<file path="config.mk">
export PLATFORM = sky130hd
export DESIGN_NAME = alu_sequencer
export DESIGN_NICKNAME = d
export VERILOG_FILES = /design/src/rtl/alu_sequencer_pkg.sv /design/src/rtl/alu_sequencer.sv
export SDC_FILE = /design/constraint.sdc
export NUM_CORES = 1
export LEC_CHECK = 0
export CAP_MARGIN = 10
export CORE_UTILIZATION = 35
export CTS_CLUSTER_SIZE = 20
export DETAILED_ROUTE_END_ITERATION = 6
export PLACE_DENSITY_LB_ADDON = 0.3
export SLEW_MARGIN = 40
export SYNTH_ARGS = -nofsm -noshare
export SYNTH_HDL_FRONTEND = slang
export SYNTH_SLANG_ARGS = --single-unit
</file>
<file path="constraint.sdc">
create_clock -name clk -period 1.4 [get_ports clk]
set_input_delay 0.28 -clock clk [delete_from_list [all_inputs] [get_ports clk]]
set_output_delay 0.28 -clock clk [all_outputs]
set_load 0.05 [all_outputs]
</file>
<file path="src/rtl/alu_sequencer_pkg.sv">
// alu_sequencer_pkg: FSM states, instruction frame layout, ALU opcodes and frame decode
package alu_sequencer_pkg;
   typedef enum logic [2:0] {S_IDLE, S_FETCH, S_LOAD, S_EXEC, S_WB, S_PAUSE, S_DONE} state_t;
   localparam int FRAME_BITS = 13;
   localparam int OPND_W     = 4;
   localparam int OP_W       = 4;
   localparam int A_LSB      = 9;
   localparam int B_LSB      = 5;
   localparam int CIN_BIT    = 4;
   localparam int OP_LSB     = 0;
   localparam logic [OP_W-1:0] OP_PASS = 4'd0;
   localparam logic [OP_W-1:0] OP_ADD  = 4'd1;
   localparam logic [OP_W-1:0] OP_SUB  = 4'd2;
   localparam logic [OP_W-1:0] OP_AND  = 4'd3;
   localparam logic [OP_W-1:0] OP_OR   = 4'd4;
   localparam logic [OP_W-1:0] OP_XOR  = 4'd5;
   typedef struct packed {
      logic [OPND_W-1:0] a;
      logic [OPND_W-1:0] b;
      logic              cin;
      logic [OP_W-1:0]   op;
   } instr_t;
   function automatic instr_t frame_decode(input logic [FRAME_BITS-1:0] f);
      frame_decode.a   = f[A_LSB +: OPND_W];
      frame_decode.b   = f[B_LSB +: OPND_W];
      frame_decode.cin = f[CIN_BIT];
      frame_decode.op  = f[OP_LSB +: OP_W];
   endfunction
endpackage

</file>
<file path="src/rtl/alu_sequencer.sv">
// alu_sequencer: fetches ROM frames 0..PROG_LEN-1, drives the ALU and reports each result
module alu_sequencer
   import alu_sequencer_pkg::*;
#(
   parameter int ADDR_W   = 3,
   parameter int FRAME_W  = 13,
   parameter int DATA_W   = 4,
   parameter int PROG_LEN = 6
) (
   input  logic               clk,
   input  logic               rst,
   input  logic               start,
   input  logic               step_mode,
   input  logic               step,
   input  logic               abort,
   output logic               mem_en,
   output logic [ADDR_W-1:0]  mem_addr,
   input  logic [FRAME_W-1:0] mem_frame,
   output logic [DATA_W-1:0]  alu_a,
   output logic [DATA_W-1:0]  alu_b,
   output logic               alu_cin,
   output logic [3:0]         alu_op,
   input  logic [DATA_W:0]    alu_y,
   output logic [DATA_W:0]    result,
   output logic [ADDR_W-1:0]  result_pc,
   output logic               result_valid,
   output logic               busy,
   output logic               done
);
   state_t state, nxt;
   logic [ADDR_W-1:0] pc;
   instr_t instr;
   logic last;
   assign last = pc == ADDR_W'(PROG_LEN - 1);
   always_comb begin
      nxt = state;
      case (state)
         S_IDLE:  nxt = start ? S_FETCH : S_IDLE;
         S_FETCH: nxt = S_LOAD;
         S_LOAD:  nxt = S_EXEC;
         S_EXEC:  nxt = S_WB;
         S_WB:    nxt = last ? S_DONE : step_mode ? S_PAUSE : S_FETCH;
         S_PAUSE: nxt = step ? S_FETCH : S_PAUSE;
         default: nxt = S_IDLE;
      endcase
      if (abort && state != S_IDLE) nxt = S_IDLE;
   end
   // every return to IDLE (abort or completion) rewinds pc and blanks the ALU operands
   always_ff @(posedge clk)
      if (rst) begin
         state     <= S_IDLE;
         pc        <= '0;
         instr     <= '0;
         result    <= '0;
         result_pc <= '0;
      end else begin
         state <= nxt;
         if (state == S_LOAD) instr <= frame_decode(mem_frame);
         if (state == S_EXEC && !abort) begin
            result    <= alu_y;
            result_pc <= pc;
         end
         if (state == S_WB && !last) pc <= pc + 1'b1;
         if (nxt == S_IDLE) begin
            pc    <= '0;
            instr <= '0;
         end
      end
   assign mem_en       = state == S_FETCH;
   assign mem_addr     = pc;
   assign alu_a        = instr.a;
   assign alu_b        = instr.b;
   assign alu_cin      = instr.cin;
   assign alu_op       = instr.op;
   assign result_valid = state == S_WB && !abort;
   assign done         = state == S_DONE && !abort;
   assign busy         = state != S_IDLE;
endmodule
</file>
== Yosys cells after proc, flatten, opt, wreduce, memory -nomap -nowiden ==
Cells that the tools add are included.

* Add/sub/neg operators: 1
* Equality and inequality tests: 7
* Muxes and demuxes: 6
* Reductions and logical operators: 11

{| class="wikitable"
|+ Operators by type and width
! operator !! count
|-
| 3-bit case mux with 6 select lines || 1
|-
| 3-bit equality test (second input constant) || 4
|-
| 3-bit 2-to-1 mux || 4
|-
| 3-bit by 2-bit equality test with 1-bit output (second input constant) || 2
|-
| 3-bit logical NOT || 2
|-
| 1-bit logical AND || 5
|-
| 3-bit by 1-bit adder with 3-bit output (second input constant) || 1
|-
| 3-bit by 1-bit equality test with 1-bit output (second input constant) || 1
|-
| 3-bit nonzero test || 1
|-
| 1-bit logical NOT || 2
|-
| 2-bit OR reduction || 1
|-
| 1-bit 2-to-1 mux || 1
|}

* Bits in registers: 27
* Bits of input ports: 24
* Output and inout bits: 28
* Logic and storage cells: 33

== Logic depth before layout (Yosys ltp) ==
Gate-level depths: netlist of run 1.

* Word-level depth: 6
* Mapped depth: 5
* Mapped depth without buffers: 5

== Least setup slack after synthesis of run 1 ==
Ideal clock, no wire load.

* Path type: reg2out
* Start: register state[1]
* End: output port done
* Arrival: 2.167 ns
* Data required time: 1.120 ns
* Setup slack: -1.047 ns
* Stages on the path, launching flop included: 3
* Buffers on the path: 1
* Cells stage by stage: dfxtp_1 > clkbuf_1 > nor4bb_1

* Longest elaborated chain between the ends: 2

{| class="wikitable"
|+ RTL lines
! element !! line !! RTL
|-
| start: declaration || alu_sequencer.sv:30 || <nowiki>state_t state, nxt;</nowiki>
|-
| start signal: assignment || alu_sequencer.sv:57 || <nowiki>state <= nxt;</nowiki>
|-
| 3-bit equality test || alu_sequencer.sv:76 || <nowiki>assign done = state == S_DONE && !abort;</nowiki>
|-
| 1-bit logical AND || alu_sequencer.sv:76 ||
|-
| end: declaration || alu_sequencer.sv:28 || <nowiki>output logic done</nowiki>
|}

No other way between the ends.

== Worst setup path after layout of run 1 ==
* Start: register state[2]
* End: output port busy

* Longest elaborated chain between the ends: 1

{| class="wikitable"
|+ RTL lines
! element !! line !! RTL
|-
| 3-bit nonzero test || alu_sequencer.sv:77 || <nowiki>assign busy = state != S_IDLE;</nowiki>
|-
| end: declaration || alu_sequencer.sv:27 || <nowiki>output logic busy,</nowiki>
|}

No other way between the ends.

==> results.md, run 1 <==
* Area contributors post-synth: sky130_fd_sc_hd__dfxtp_1 46%, sky130_fd_sc_hd__mux2i_1 18%, sky130_fd_sc_hd__nor3_1 5.9%, sky130_fd_sc_hd__nor2_1 3.5%, sky130_fd_sc_hd__a211oi_1 3.2%
* GRT Resource Usage Total at 0.199
* Number of enable flip-flop cells after synthesis at 0
* DR WL/cell at 14.5 µm
* Least setup slack across all paths after layout at -257 ps
* Diode insertion count for antenna repair at 0
* Leakage power summed over all cells at 0.842 nW
* Detail Route Antenna Nets at 0
* Starting Density at 0.377
* Maximum number of pins on one net before global-route repair at 28
* Fmax achieved at approximately 0.6 GHz
* First-pass GRT wire length at 5450 µm
* Part of the total power dissipated in combinational logic at 0.388
* Core footprint at 0.00313 mm²
* Instance count of the mapped netlist at 119
* Most common cell after layout, fill and taps aside: sky130_fd_sc_hd__buf_12
* Synth Flop Type: sky130_fd_sc_hd__dfxtp_1
* Total nets after synthesis at approximately 150
* Post-DP Area at 0.00216 mm²
* CP startpoint kind: flip-flop
* Clock transition at the registers of the reported paths at 140 ps
* Area taken by multi-input logic gates at 676 µm²
* Horizontal die dimension at 60.0 µm
* Layout net count at roughly 210
* Utilization after layout at 0.749
* Sum of routed wire length over all layers at 3360 µm
* Number of storage elements in the synthesis netlist at 27
* Via count at 1,170
* Post-synthesis cell area at 0.00118 mm²
* Hold buffers post-CTS at 0
* Fillers at 226
* Worst Setup Path Type: reg -> out
* Max Fanout on Critical Path at 5
* Worst setup skew after layout at ~8.6 ps
* Violations in the final reports: negative setup slack
* Element type at the critical path end: output port
* Number of vias per cell after detailed routing at 5.06
* Register-to-register path setup slack at -210 ps
* Share of total power in sequential cells at 0.430
* Endpoints failing hold at 0
* Via count of the first global-routing pass at 1,184
* Master cell of the clock root buffer: sky130_fd_sc_hd__clkbuf_4
* Global route overflow at 0
* Arrival time of the worst setup path at roughly 1400 ps
* Unrepaired setup endpoints after global routing: yes
* Number of endpoints failing setup at the final stage at 29
* Clock Latency Late Sink at 330 ps
* TritonCTS clock tree: done
* Distinct cell type count of the synthesized netlist at 27
* Buffering stage count on the worst path with inverters included at 2
* Proportion of layout cells with a drive suffix above 1 at 0.385
* Synth area leader: sky130_fd_sc_hd__dfxtp_1
* Fin crit period at 1660 ps
* TritonCTS Buffers at 3
* Relative contribution of the clock network to total power at 0.182
* Final critical-path share of the clock period at 1.18
* Power spent charging and discharging nets at 0.616 mW
* Status: complete, but fails checks
* Die height at 60.0 µm
* Buffer depth of the longest clock path at 2
* Final HPWL DP at 2360 µm
* CP max stage delay at 400 ps
* Syn-to-layout area delta at 98.8%
* Peak ir drop on the vdd network at 0.470 mV
* Worst slew slack as a fraction of its limit at 0.749
* Sequential Area at 549 µm²
* Critical path, cell by cell: buf_6 -> or3_4 -> buf_12
* Areal power density over the cells at 824 mW/mm²
* Number of iterations in the first detailed-routing pass at 5
* YS warnings at 0
* Required time of the critical path at 1120 ps
* H-tree depth at 1
* Classification of the worst-slack hold path: in -> reg
* Internal Pwr Total at 1.31 mW
* Initial DRC count at 27
* Total of buffers placed on input and output ports at 51
* Area share of the leading cell type in the synthesized netlist at 0.459
* Antenna violations before repair at 0
* Highest-delay cell along the critical path: sky130_fd_sc_hd__or3_4
* Maximum capacitance violations at 0
* Drt drc at 0
* Async set-reset flop share out of synthesis at 0
* Area enclosed by the die boundary at 0.00360 mm²
* Max-slew violation total from the final report at 0
* Number of standard-cell rows in the floorplan at 20
* Commonest non-fill, non-tap cells in the layout: 30 x sky130_fd_sc_hd__buf_12, 22 x sky130_fd_sc_hd__dfxtp_1, 22 x sky130_fd_sc_hd__clkdlybuf4s50_1, 20 x sky130_fd_sc_hd__mux2i_1, 15 x sky130_fd_sc_hd__buf_4
* Pin slew with the least headroom to its limit at 376 ps
* Average footprint of a synthesized cell at 9.90 µm²
* IO Count at between 50 and 60
* Weighted congestion reported at the end of routability-driven placement at 0.808
* Switching part of the total at 0.319
* CP top delay family: simple AND/OR/NAND/NOR gates
* Sinks on Clock Net at 27
* Sequential share of the synthesized area at 0.459
* Design area at between 0.002 and 0.0025 mm²
==> per-stage QoR <==
step                      power [mW]  TNS [ps]  worst slack (ps)  std cells  hold slack (ps)
after detailed placement        1.49    -12070              -536        218              542
after global routing            2.02     -5550              -302        231              569
after CTS                       1.90     -3440              -244        230              552
after floorplan                 1.20      -129             -68.0        119              427
after global placement          1.47    -10520              -444        218              533
final                           1.93     -3780              -257        231              554
==> logic make-up (layout without fill, tap and decap cells) <==
family	Yosys count	in the layout	synth area share
compound gates	15	15	0.0945
xor+xnor	1	1	0.00743
fa+ha+maj	2	2	0.0212
buf+inv	13	81	0.0467
flops	27	27	0.459
mux	21	21	0.178
simple gates	40	40	0.193
==> flip-flops by register name, summed over array words and instances (netlist names) <==
name       flops
alu_a          4
alu_b          4
alu_cin        1
alu_op         4
mem_addr       3
result         5
result_pc      3
state          3
==> routing by layer <==
metal,vias to the layer above,wire (µm),share of wire,track usage
li1,570,-,-,-
met1,558,1320,0.39,0.242
met2,36,1860,0.55,0.359
met3,6,151,0.045,0.0433
met4,0,21,0.0063,0.0399
met5,-,0,0,0
==> timing repair <==
action | 4_1_cts | 5_1_grt
gates resized for setup | 15 | 3
buffers inserted | 8 | 1
endpoints found under the setup margin | 29 | 31
pin swaps | 5 | 5
hold endpoints to repair | 0 | 0
gates cloned | 0 | 1
==> layout make-up <==
cell class	instances	area share
Multi-Input combinational cell	79	0.288
Tap cell	44	0.0235
Clock inverter	1	0.00267
Sequential cell	27	0.234
Timing Repair Buffer	74	0.437
Inverter	3	0.00481
Clock buffer	3	0.00961
==> cell usage after synthesis, drive strengths merged (2+ instances only) <==
cell type  count
ha             2
o22a           2
nor3          14
o21ai          2
nor4bb         2
mux2i         21
or3b           2
clkbuf         5
nor3b          2
or3            5
nor2          11
inv            3
a211oi         5
dfxtp         27
buf            5
==> worst reg2reg max path, stage by stage (launching register included) <==
cell and delay (ps):
sky130_fd_sc_hd__dfxtp_2 390, sky130_fd_sc_hd__or3b_4 410, sky130_fd_sc_hd__buf_4 170, sky130_fd_sc_hd__or3_1 370, sky130_fd_sc_hd__a211oi_2 200
==> path summary, 6_finish.rpt <==
check	endpoint	cells past startpoint	startpoint
max reg2reg	mem_addr[0]	4	state[2]
min	result[3]	3	alu_y[3]
min reg2reg	result_pc[0]	2	result_pc[0]
max	busy	3	state[2]
==> power groups by stage <==
stage	sequential, mW	clock [mW]	combinational [mW]
finish	0.830	0.351	0.749
global route	0.834	0.399	0.789
CTS	0.828	0.358	0.710
detailed placement	0.842	0	0.649
global placement	0.839	0	0.633
floorplan	0.890	0	0.313
No activity file was read; power rests on OpenSTA's default activity.
==> run 2, diff against run 1 <==
- clock period: 1.4 -> 2 ns (I/O delays scaled with it)
==> run 2 against run 1 <==
Against the previous run: the run now ends clean; total power down 38%; wire length down 18%; critical path depth unchanged; worst setup slack better by 320 ps; critical endpoint is now done; register-to-register slack better by 520 ps; sequential power down 31%; global-route usage down 4.0 points; clock power down 35%.
==> results.md, run 2 (same netlist as run 1, synthesis figures left out) <==
* Status: finished clean
* Worst setup skew after layout at 5.23 ps (-3.34 ps)
* Drt drc at 0 (unchanged)
* Antenna violations before repair at 0 (unchanged)
* TritonCTS Buffers at 3 (unchanged)
* Number of vias per cell after detailed routing at 4.99 (-1.6%)
* Weighted congestion reported at the end of routability-driven placement at 0.764 (-5.4%)
* IO Count at 52 (unchanged)
* Worst Setup Path Type: in -> out
* Relative contribution of the clock network to total power at 0.191 (+0.009)
* Final HPWL DP at 2070 µm (-12%)
* Endpoints failing hold at 0 (unchanged)
* Arrival time of the worst setup path at 1540 ps (+160 ps)
* Syn-to-layout area delta at 56.8%
* First-pass GRT wire length at 4350 µm (-20%)
* Highest metal layer used by the detailed router: met4
* Most common cell after layout, fill and taps aside: sky130_fd_sc_hd__clkdlybuf4s50_1
* Power spent charging and discharging nets at 0.372 mW (-40%)
* Clock transition at the registers of the reported paths at 130 ps (about the same)
* Commonest non-fill, non-tap cells in the layout: 45 x sky130_fd_sc_hd__clkdlybuf4s50_1, 26 x sky130_fd_sc_hd__dfxtp_1, 21 x sky130_fd_sc_hd__mux2i_1, 14 x sky130_fd_sc_hd__nor3_1, 10 x sky130_fd_sc_hd__nor2_1
* Cells on worst reg2reg path at 4 (unchanged)
* Maximum capacitance violations at 0 (unchanged)
* Part of the total power dissipated in combinational logic at 0.328 (-0.060)
* CP max stage delay at 540 ps (+140 ps)
* Layout net count at 198 (-7.5%)
* H-tree depth at 1 (unchanged)
* Clock Latency Late Sink at 310 ps (-20 ps)
* Number of standard-cell rows in the floorplan at 20 (unchanged)
* Global route overflow at 0 (unchanged)
* Unrepaired setup endpoints after global routing: no
* Via count at 1,072 (-8.4%)
* Met2 WL post-DR at 1430 µm (-23%)
* Pin slew with the least headroom to its limit at 563 ps (+187 ps)
* Max reg flops at 5 (unchanged)
* Max Fanout on Critical Path at 7 (+2)
* Hold buffers post-CTS at 0 (unchanged)
* Areal power density over the cells at 644 mW/mm² (-22%)
* Total of buffers placed on input and output ports at 51 (unchanged)
* Via count of the first global-routing pass at 1,026 (-13%)
* Leakage power summed over all cells at 0.654 nW (-22%)
* Initial DRC count at 13 (-52%)
* Number of iterations in the first detailed-routing pass at 4 (-1)
* Largest Register: result
* Fmax achieved at 0.515 GHz
* Starting Density at 0.377 (unchanged)
* CP startpoint kind: input pin
* Critical path, cell by cell: clkdlybuf4s50_1 -> nor4bb_2 -> buf_12
* Max-slew violation total from the final report at 0 (unchanged)
* Peak ir drop on the vdd network at 0.263 mV (-44%)
* Worst slew slack as a fraction of its limit at 0.625 (-0.124)
* Horizontal die dimension at 60.0 µm (unchanged)
* Detail Route Antenna Nets at 0 (unchanged)
* Area enclosed by the die boundary at 0.00360 mm² (unchanged)
* Metal1 wirelength at 1180 µm (-11%)
* Worst hold stages at 2 (-1)
* Maximum number of pins on one net before global-route repair at 28 (unchanged)
* Sum of routed wire length over all layers at 2770 µm (-18%)
* Setup Fix Bufs, Post-CTS at 0 (-8)
* Overall power at 1.19 mW (-38%)
* Highest-delay cell along the critical path: sky130_fd_sc_hd__clkdlybuf4s50_1
* Post-DP Area at 0.00181 mm² (-16%)
* Required time of the critical path at 1600 ps (+480 ps)
* Switching part of the total at 0.313 (-0.00630)
* Sum of met3 wire segment lengths after detailed routing at 146 µm (-3.3%)
* Classification of the worst-slack hold path: reg -> reg
* Design area at 0.00185 mm² (-21%)
* Fin crit period at 1940 ps
* Final critical-path share of the clock period at 0.971
* Internal Pwr Total at 0.818 mW (-38%)
* Diode insertion count for antenna repair at 0 (unchanged)
* Die height at 60.0 µm (unchanged)
* Core footprint at 0.00313 mm² (unchanged)
* GRT Resource Usage Total at 0.159 (-0.0402)
* Buffer depth of the longest clock path at 2 (unchanged)
* DR WL/cell at 12.9 µm (-11%)
* Sinks on Clock Net at 27 (unchanged)
* Master cell of the clock root buffer: sky130_fd_sc_hd__clkbuf_4
* Share of total power in sequential cells at 0.481 (+0.051)
* Number of endpoints failing setup at the final stage at 0 (-100%)
* Element type at the critical path end: output port
* Proportion of layout cells with a drive suffix above 1 at 0.123 (-0.262)
* TritonCTS clock tree: done
run 2: final cells by class:
cell class              instances  area [µm²]
fillers                       298        1280
repair buffers                 58         608
multi-input cells              79         606
flip-flops and latches         27         542
well taps                      44        55.1
clock buffers                   4        26.3
inverters                       3        11.3
run 2: worst paths after layout:
kind / startpoint / slack [ps] / endpoint
setup / recovery: abort / 60 / done
setup reg to reg: state[0] / 310 / mem_addr[1]
hold reg to reg: result[4] / 510 / result[4]
hold / removal: result[4] / 510 / result[4]
run 2: what timing repair did:
| action | 4_1_cts | 5_1_grt |
|---|---|---|
| setup endpoints to repair | 1 | 3 |
| gates cloned | 0 | 0 |
| resized for setup | 2 | 3 |
run 2: power by group through the flow:
stage	sequential (mW)	clock [mW]	combinational, mW
after floorplan	0.622	0	0.198
after global placement	0.582	0	0.383
after detailed placement	0.584	0	0.394
after CTS	0.572	0.236	0.396
after global routing	0.575	0.258	0.416
final	0.573	0.227	0.391
run 2: critical path: cells and delay by family:
family,cells,cell delay (ps)
buffers and inverters,2,730
AND/OR/NAND/NOR,1,410
run 2: stage by stage:
stage	TNS, ps	hold WS [ps]	utilization	worst slack, ps	std cells
final	0	511	0.591	58.3	215
after global routing	0	541	0.591	15.9	215
after CTS	0	523	0.588	5.79	215
after detailed placement	-12.3	488	0.579	-12.3	211
after global placement	0	473	0.579	70.0	211
after floorplan	-78.8	547	-	-78.8	119
run 2: layer usage:
layer  GRT usage  vias to the layer above
met5           0                        -
met4      0.0498                        0
met3      0.0325                        2
met2       0.289                       29
met1       0.185                      507
li1            -                      534
==> run 3, diff against run 2 <==
- GPL_TIMING_DRIVEN: not set -> 0
==> run 3 against run 2 <==
Against the previous run: non-clock buffer count is 2 higher; worst setup slack lost 2.9 ps; final area down 4.5%; clock power rose by 5%; global-route usage increased by 0.66 points; die area did not move; combinational power is 11% lower; via count increased by 0.28%; wire length rose by 2.1%; sequential power barely moved; final cell count increased by 0.93%; critical path type is now reg -> out; largest power group unchanged; highest routed layer unchanged.
==> results.md, run 3 (same netlist as run 1, synthesis figures left out) <==
* Sum of routed wire length over all layers at 2830 µm (+2.1%)
* Endpoints failing hold at 0 (unchanged)
* Total of buffers placed on input and output ports at 50 (-2.0%)
* Setup Fix Bufs, Post-CTS at 0 (unchanged)
* Share of total power in sequential cells at 0.495 (+0.014)
* Via count at 1,075 (+0.28%)
* Buffer depth of the longest clock path at 2 (unchanged)
* Worst slew slack as a fraction of its limit at 0.658 (+0.0327)
* CP max stage delay at 380 ps (-160 ps)
* Number of iterations in the first detailed-routing pass at 4 (unchanged)
* Max reg flops at 5 (unchanged)
* Fillers at 306 (+2.7%)
* Internal Pwr Total at 0.781 mW (-4.6%)
* Unrepaired setup endpoints after global routing: no
* Clock Latency Late Sink at 320 ps (about the same)
* Classification of the worst-slack hold path: reg -> reg
* Power spent charging and discharging nets at 0.379 mW (+1.9%)
* Pin slew with the least headroom to its limit at 512 ps (-50.6 ps)
* Core footprint at 0.00313 mm² (unchanged)
* Maximum number of pins on one net before global-route repair at 17 (-39%)
* Status: finished clean
* Max Fanout on Critical Path at 8 (+1)
* Worst Setup Path Type: reg -> out
* Fin crit period at 1940 ps (+2.93 ps)
* Area enclosed by the die boundary at 0.00360 mm² (unchanged)
* Initial DRC count at 29 (+16)
* Drt drc at 0 (unchanged)
* Starting Density at 0.377 (unchanged)
* Master cell of the clock root buffer: sky130_fd_sc_hd__clkbuf_4
* GRT Resource Usage Total at 0.166 (+0.00663)
* Number of vias per cell after detailed routing at 4.95 (-0.64%)
* Part of the total power dissipated in combinational logic at 0.299 (-0.029)
* Critical path, cell by cell: or3b_1 -> buf_2 -> nor2_1 -> buf_4
* Global route overflow at 0 (unchanged)
* Number of standard-cell rows in the floorplan at 20 (unchanged)
* Sinks on Clock Net at 27 (unchanged)
* Arrival time of the worst setup path at 1540 ps (about the same)
* Horizontal die dimension at 60.0 µm (unchanged)
* Areal power density over the cells at 658 mW/mm² (+2.1%)
* DR WL/cell at 13.0 µm (+1.1%)
* Highest-delay cell along the critical path: sky130_fd_sc_hd__dfxtp_1
* Maximum capacitance violations at 0 (unchanged)
* TritonCTS clock tree: done
* Final critical-path share of the clock period at 0.972 (+0.00147)
* Proportion of layout cells with a drive suffix above 1 at 0.110 (-0.0130)
* Final HPWL DP at 2150 µm (+4.0%)
* Leakage power summed over all cells at 0.622 nW (-4.9%)
* Clock transition at the registers of the reported paths at 140 ps (about the same)
* Diode insertion count for antenna repair at 0 (unchanged)
* Required time of the critical path at 1600 ps (about the same)
* Dpl cells at 213 (+0.95%)
* TritonCTS Buffers at 3 (unchanged)
* Relative contribution of the clock network to total power at 0.206 (+0.015)
* Number of standard cells in the final layout excluding fillers at 217 (+0.93%)
* Antenna violations before repair at 0 (unchanged)
* Peak ir drop on the vdd network at 0.304 mV (+16%)
* Switching part of the total at 0.327 (+0.0144)
* Syn-to-layout area delta at 49.7%
* Max-slew violation total from the final report at 0 (unchanged)
* Utilization after layout at 0.564 (-0.0268)
* Element type at the critical path end: output port
* Via count of the first global-routing pass at 1,031 (+0.49%)
* H-tree depth at 1 (unchanged)
* Detail Route Antenna Nets at 0 (unchanged)
* Weighted congestion reported at the end of routability-driven placement at 0.801 (+4.8%)
* Layout net count at 200 (+1.0%)
* First-pass GRT wire length at 4500 µm (+3.5%)
* Most common cell after layout, fill and taps aside: sky130_fd_sc_hd__clkdlybuf4s50_1
* Number of endpoints failing setup at the final stage at 0 (unchanged)
* Fmax achieved at 0.514 GHz (-0.15%)
* Die height at 60.0 µm (unchanged)
* IO Count at 52 (unchanged)
* Worst setup skew after layout at 2.65 ps (-2.59 ps)
* Commonest non-fill, non-tap cells in the layout: 43 x sky130_fd_sc_hd__clkdlybuf4s50_1, 26 x sky130_fd_sc_hd__dfxtp_1, 21 x sky130_fd_sc_hd__mux2i_1, 14 x sky130_fd_sc_hd__nor3_1, 11 x sky130_fd_sc_hd__nor2_1
* CP startpoint kind: flip-flop
* Largest Register: result
-- run 3: power groups by stage --
stage	clock network (mW)	registers (mW)	logic, mW
floorplan	0	0.622	0.198
global placement	0	0.584	0.349
detailed placement	0	0.586	0.356
CTS	0.250	0.574	0.350
global route	0.265	0.576	0.374
finish	0.239	0.574	0.347
-- run 3: cell type report --
cell class                      instances  area [µm²]  area share
Buffer                                 10        46.3      0.0262
Inverter                                3        11.3     0.00638
Timing Repair Buffer                   50         485       0.275
Tap cell                               44        55.1      0.0312
Clock buffer                            3        22.5      0.0128
Multi-Input combinational cell         79         594       0.337
Clock inverter                          1        7.51     0.00426
Sequential cell                        27         542       0.307
-- run 3: critical path, delay by kind of cell (launching register included) --
kind          cells  cell delay [ps]
simple gates      2              470
flops             1              380
buf+inv           2              370
-- run 3: path summary, 6_finish.rpt --
check | from | to | slack, ps | cells after the start
max reg2reg | state[1] | alu_op[0] | 390 | 4
min | result_pc[2] | result_pc[2] | 510 | 2
min reg2reg | result_pc[2] | result_pc[2] | 510 | 2
max | state[1] | result_valid | 60 | 4
-- run 3: what timing repair did --
action	CTS	global route
gates resized for setup	26	4
hold buffers	0	0
endpoints found under the setup margin	6	3
-- run 3: routing by layer --
layer / vias to the layer above / track usage / part of all wire
met5: - / 0 / 0
met4: 0 / 0.0598 / 0.0096
met3: 4 / 0.0325 / 0.059
met2: 29 / 0.289 / 0.49
met1: 505 / 0.201 / 0.44
li1: 537 / - / -
-- run 3: per-stage QoR --
step	setup TNS (ps)	power [mW]	hold WS, ps	area, µm²	setup slack [ps]
CTS	0	1.17	503	1760	5.17
floorplan	-78.8	0.820	547	1190	-78.8
global placement	-975	0.933	472	1750	-439
finish	0	1.16	508	1760	55.4
detailed placement	-1510	0.942	482	1750	-466
global route	0	1.22	533	1760	1.45
